==> src/rtl/output_arbiter.sv <==
// Wormhole round-robin arbiter sharing one router output port among N_INPUTS channels.
// Define OUTPUT_ARBITER_PERF_CNT_EN to add the pkt_count / stall_count performance counters.
module output_arbiter #(
  parameter int N_INPUTS = 4,
  parameter int FLIT_W   = 64
) (
  input  logic                         clk,
  input  logic                         rst_n,
  input  logic [N_INPUTS-1:0]          in_valid,
  output logic [N_INPUTS-1:0]          in_ready,
  input  logic [N_INPUTS*FLIT_W-1:0]   in_flit,
  input  logic [N_INPUTS-1:0]          in_last,
  output logic                         out_valid,
  input  logic                         out_ready,
  output logic [FLIT_W-1:0]            out_flit,
  output logic                         out_last,
  output logic [N_INPUTS-1:0]          grant,
  output logic                         locked
`ifdef OUTPUT_ARBITER_PERF_CNT_EN
  ,
  output logic [31:0]                  pkt_count,
  output logic [31:0]                  stall_count
`endif
);

  localparam int PTR_W = (N_INPUTS > 1) ? $clog2(N_INPUTS) : 1;

  typedef enum logic [0:0] {
    IDLE   = 1'b0,
    LOCKED = 1'b1
  } state_t;

  state_t           state_r;
  logic [PTR_W-1:0] owner_r;
  logic [PTR_W-1:0] rr_ptr_r;

  logic             win_found_s;
  logic [PTR_W-1:0] win_idx_s;
  logic [PTR_W:0]   scan_sum_s;
  logic [PTR_W:0]   scan_idx_s;
  logic             scan_hit_s;
  logic [PTR_W-1:0] cur_idx_s;
  logic             cur_active_s;
  logic             handshake_s;
  logic [PTR_W-1:0] next_ptr_s;
  logic             sel_s;

  // Round-robin scan; walking offsets downward lets the smallest offset from rr_ptr win.
  always_comb begin
    win_found_s = 1'b0;
    win_idx_s   = '0;
    scan_sum_s  = '0;
    scan_idx_s  = '0;
    scan_hit_s  = 1'b0;
    for (int k = N_INPUTS - 1; k >= 0; k--) begin
      scan_sum_s = {1'b0, rr_ptr_r} + (PTR_W+1)'(k);
      if (scan_sum_s >= (PTR_W+1)'(N_INPUTS)) begin
        scan_idx_s = scan_sum_s - (PTR_W+1)'(N_INPUTS);
      end else begin
        scan_idx_s = scan_sum_s;
      end
      scan_hit_s  = in_valid[scan_idx_s[PTR_W-1:0]];
      win_found_s = win_found_s | scan_hit_s;
      win_idx_s   = scan_hit_s ? scan_idx_s[PTR_W-1:0] : win_idx_s;
    end
  end

  // Select the current source (winner or locked owner) and forward it with zero latency.
  always_comb begin
    cur_idx_s    = win_idx_s;
    cur_active_s = win_found_s;
    case (state_r)
      IDLE: begin
        cur_idx_s    = win_idx_s;
        cur_active_s = win_found_s;
      end
      LOCKED: begin
        cur_idx_s    = owner_r;
        cur_active_s = 1'b1;
      end
      default: begin
        cur_idx_s    = '0;
        cur_active_s = 1'b0;
      end
    endcase

    grant    = '0;
    out_flit = '0;
    sel_s    = 1'b0;
    for (int i = 0; i < N_INPUTS; i++) begin
      sel_s    = cur_active_s && (PTR_W'(i) == cur_idx_s);
      grant[i] = sel_s;
      out_flit = out_flit | (in_flit[i*FLIT_W +: FLIT_W] & {FLIT_W{sel_s}});
    end

    out_valid   = |(grant & in_valid);
    out_last    = |(grant & in_last);
    in_ready    = grant & {N_INPUTS{out_ready}};
    handshake_s = out_valid & out_ready;
    next_ptr_s  = (cur_idx_s == PTR_W'(N_INPUTS - 1)) ? '0 : cur_idx_s + PTR_W'(1);
    locked      = (state_r == LOCKED);
  end

  // Arbitration FSM: a completed last flit releases the port, any other visible flit holds it.
  always_ff @(posedge clk) begin
    if (!rst_n) begin
      state_r  <= IDLE;
      owner_r  <= '0;
      rr_ptr_r <= '0;
    end else begin
      case (state_r)
        IDLE, LOCKED: begin
          if (handshake_s && out_last) begin
            state_r  <= IDLE;
            rr_ptr_r <= next_ptr_s;
          end else if (out_valid) begin
            state_r <= LOCKED;
            owner_r <= cur_idx_s;
          end else begin
            state_r <= state_r;
          end
        end
        default: begin
          state_r <= IDLE;
        end
      endcase
    end
  end

`ifdef OUTPUT_ARBITER_PERF_CNT_EN
  // Completed packets and backpressured cycles; both wrap naturally at 2^32.
  always_ff @(posedge clk) begin
    if (!rst_n) begin
      pkt_count   <= 32'd0;
      stall_count <= 32'd0;
    end else begin
      if (handshake_s && out_last) begin
        pkt_count <= pkt_count + 32'd1;
      end else begin
        pkt_count <= pkt_count;
      end
      if (out_valid && !out_ready) begin
        stall_count <= stall_count + 32'd1;
      end else begin
        stall_count <= stall_count;
      end
    end
  end
`endif

endmodule

==> config.mk <==
export PLATFORM = sky130hd
export DESIGN_NAME = output_arbiter
export DESIGN_NICKNAME = d
export VERILOG_FILES = /design/src/rtl/output_arbiter.sv
export SDC_FILE = /design/constraint.sdc
export NUM_CORES = 1
export LEC_CHECK = 0
export ABC_CLOCK_PERIOD_IN_PS = 3000
export BUFFER_PORTS_ARGS = -buffer_cell sky130_fd_sc_hd__buf_2
export CAP_MARGIN = 20
export CORE_AREA = 2 2 132 134
export CTS_CLUSTER_DIAMETER = 30
export DETAILED_ROUTE_END_ITERATION = 10
export DIE_AREA = 0 0 134 136
export GPL_TIMING_DRIVEN = 0
export SLEW_MARGIN = 20
export SYNTH_ARGS = -nofsm -noshare
export SYNTH_HDL_FRONTEND = slang
export SYNTH_SLANG_ARGS = --single-unit
==> constraint.sdc <==
create_clock -name clk -period 3 [get_ports clk]
set_input_delay 0.45 -clock clk [delete_from_list [all_inputs] [get_ports clk]]
set_output_delay 0.45 -clock clk [all_outputs]
set_load 0.01 [all_outputs]
==> flow_metrics.env <==
export IMPL_yosys_most_used_dff="dfxtp_1"
export IMPL_fmax_mhz=334.4
export IMPL_arrival_ns=2.54
export IMPL_grtUsageMet3_pct=2.535
export IMPL_crit_path_max_fanout=10
export IMPL_placed_area_um2=3826
export IMPL_synthDistinctLibCells=31
export IMPL_port_buffers=340
export IMPL_slew_violations=0
export IMPL_drive_gt1_share_pct=64.81
export IMPL_start_kind="register"
export IMPL_power_per_cell_area_nw_per_um2=637.0
export IMPL_slew_headroom_pct=54.03
export IMPL_die_w_um=134
export IMPL_gr_total_overflow=0
export IMPL_antenna_found_initial=0
export IMPL_synth_avg_cell_area_um2=6.467
export IMPL_grt_pass1_wl_um=19780
export IMPL_clk_pin_slew_ns=0.04
export IMPL_grt_busiest_layer="met2"
export IMPL_final_cells=870
export IMPL_hold_path_depth=2
export IMPL_grt_max_degree=11
export IMPL_switching_share_pct=50.33
export IMPL_area_growth_pct=141.0
export IMPL_synth_edff_count=0
export IMPL_endpoint_kind="output pin"
export IMPL_routedWlPerCell_um=17.23
export IMPL_drv_cap=0
export IMPL_dr_total_vias=3958
export IMPL_fp_coreArea_um2=16880
export IMPL_ys_ff_latch=5
export IMPL_hp_class="register to register"
export IMPL_antenna_left=0
export IMPL_setup_viol=0
export IMPL_pin_count=342
export IMPL_first_global_vias=3471
export IMPL_ys_warn_count=0
export IMPL_initial_core_util_pct=10.92
export IMPL_power_switching_uw=1424
export IMPL_finalCriticalPeriod_ns=2.991
export IMPL_antenna_cells=0
export IMPL_rows=48
export IMPL_grt_setup_unrepaired="true"
export IMPL_first_pass_iters=5
export IMPL_synth_top_cell_by_area="a22oi_1"
export IMPL_drt_initial_drc_count=349
export IMPL_intPower_uw=1405
export IMPL_fin_skew_ns=0.004401
export IMPL_worstPathRequired_ns=2.55
export IMPL_peakVddDrop_mv=0.4446
export IMPL_power_leakage_uw=0.002419
export IMPL_dp_cells=850
export IMPL_cts_root_buf="clkbuf_16"
export IMPL_power_frac_seq_pct=3.7
export IMPL_synth_common_cells="130 x a22oi_1, 69 x nand2_1, 20 x buf_2, 8 x clkbuf_1"
export IMPL_cts_tree="yes"
export IMPL_path_class="register to output pin"
export IMPL_clkPwrFrac_pct=7.9
export IMPL_dieArea_um2=18220
export IMPL_htree_levels=1
export IMPL_pwr_share_comb_pct=88.4
export IMPL_netlist_area_leader_share_pct=52.95
export IMPL_synthTopCellsByArea="a22oi_1 53%, nand2_1 14%, buf_2 5.4%"
export IMPL_worst_r2r_cell_count=10
export IMPL_numCtsBuffers=3
export IMPL_netlist_area_um2=1843
export IMPL_period_share_pct=99.69
export IMPL_gp_congestion=0.8177
export IMPL_vias_per_cell=4.549
export IMPL_dp_hpwl_um=12070
export IMPL_wl_um=14990
export IMPL_nets=917
export IMPL_drc=0
export IMPL_multiInputGateArea_um2=1762
export IMPL_hold_violations=0
export IMPL_status="finished, final reports clean"
export IMPL_postLayoutCellArea_um2=4442
export IMPL_grtUsageMet1_pct=17.66
export IMPL_ys_seq_area_share_pct=5.431
export IMPL_cts_buffer_depth=2
export IMPL_setup_slack_ns=0.009191
export IMPL_clock_sinks=5
export IMPL_synthCells=285
export IMPL_synth_nets=556
export IMPL_synth_most_common_cell="a22oi_1"
export IMPL_worst_pin_slew_ns=0.6844
export IMPL_grt_usage_pct=14.14
export IMPL_n_fill_cell=1866
export IMPL_dp_slack_ns=-0.6996
export IMPL_met2_usage_pct=25.84
export IMPL_clk_latency_ns=0.23
export IMPL_async_reset_ff_share_pct=0
export IMPL_die_h_um=136
export IMPL_seq_area_um2=107.6
cells in the final DEF (no fill, tap or decap), types with 5 or more instances in the layout:
master	instances
buf_4	21
and2_1	5
buf_8	9
buf_6	5
buf_12	5
clkbuf_4	5
buf_2	339
a22oi_1	123
nand2_1	69
a22oi_2	7
worst max-delay path, cell delays in order (launching register included):
cell and delay (ns):
dfxtp_4 0.39, nor2_1 0.07, a221oi_2 0.33, a221oi_4 0.13, a21o_1 0.26, ha_4 0.20, a21boi_4 0.15, buf_8 0.17
buf_6 0.15, a22oi_1 0.22, nand2_1 0.09, buf_2 0.15
worst paths after layout:
path	slack, ns	end	from
worst max-delay path	0.009	out_flit[10]	rr_ptr_r[1]
worst min-delay path	0.56	rr_ptr_r[0]	rr_ptr_r[0]
worst max register to register	0.26	owner_r[0]	rr_ptr_r[1]
worst min register to register	0.56	rr_ptr_r[0]	rr_ptr_r[0]
layer usage:
metal	up-vias	routed length (um)
met5	-	0
met3	21	1200
li1	1859	-
met2	232	7477
met4	0	262
met1	1846	6046
through the flow:
step                      hold slack (ns)  util, %  total power (uW)  TNS, ns
after floorplan                    0.4925        -              1237        0
after global placement             0.5295    22.67              2200   -41.05
after detailed placement           0.5362    22.67              2207   -42.22
after CTS                          0.5238    24.76              2634        0
after global routing               0.6005    26.32              3047   -1.920
final                              0.5646    26.32              2830        0
kinds of logic (layout without fill, tap and decap cells):
logic type	after synthesis	after routing	share of synthesized area, %
flops	5	5	5.431
compound gates	151	151	61.10
mux	3	3	1.697
buf+inv	35	395	8.690
fa+ha+maj	4	4	2.716
simple gates	87	87	20.37
power by group through the flow:
stage | Sequential, uW | Combinational, uW | Clock, uW
global placement | 98.5 | 2100 | 0
global route | 107 | 2710 | 228
finish | 105 | 2500 | 222
CTS | 100 | 2310 | 223
detailed placement | 99.0 | 2110 | 0
floorplan | 96.8 | 1140 | 0
timing repair:
item,CTS,global route
setup endpoints to repair,72,69
hold buffers,0,0
pin swaps,2,5
resized for setup,65,52
buffers inserted,8,8
cloned,0,0
sequential cells by signal, summed over array words and instances (netlist names):
register	flops
locked	1
owner_r	2
rr_ptr_r	2
area by class of cell:
| cell class | instances | share of cell area [%] |
|---|---|---|
| plain buffers | 31 | 8.197 |
| repair buffers | 356 | 41.27 |
| well taps | 225 | 6.338 |
| flip-flops and latches | 5 | 2.423 |
| clock buffers | 4 | 1.775 |
| inverters | 4 | 0.3380 |
| multi-input cells | 245 | 39.66 |
Note: power is estimated with default switching activity, not from simulation.
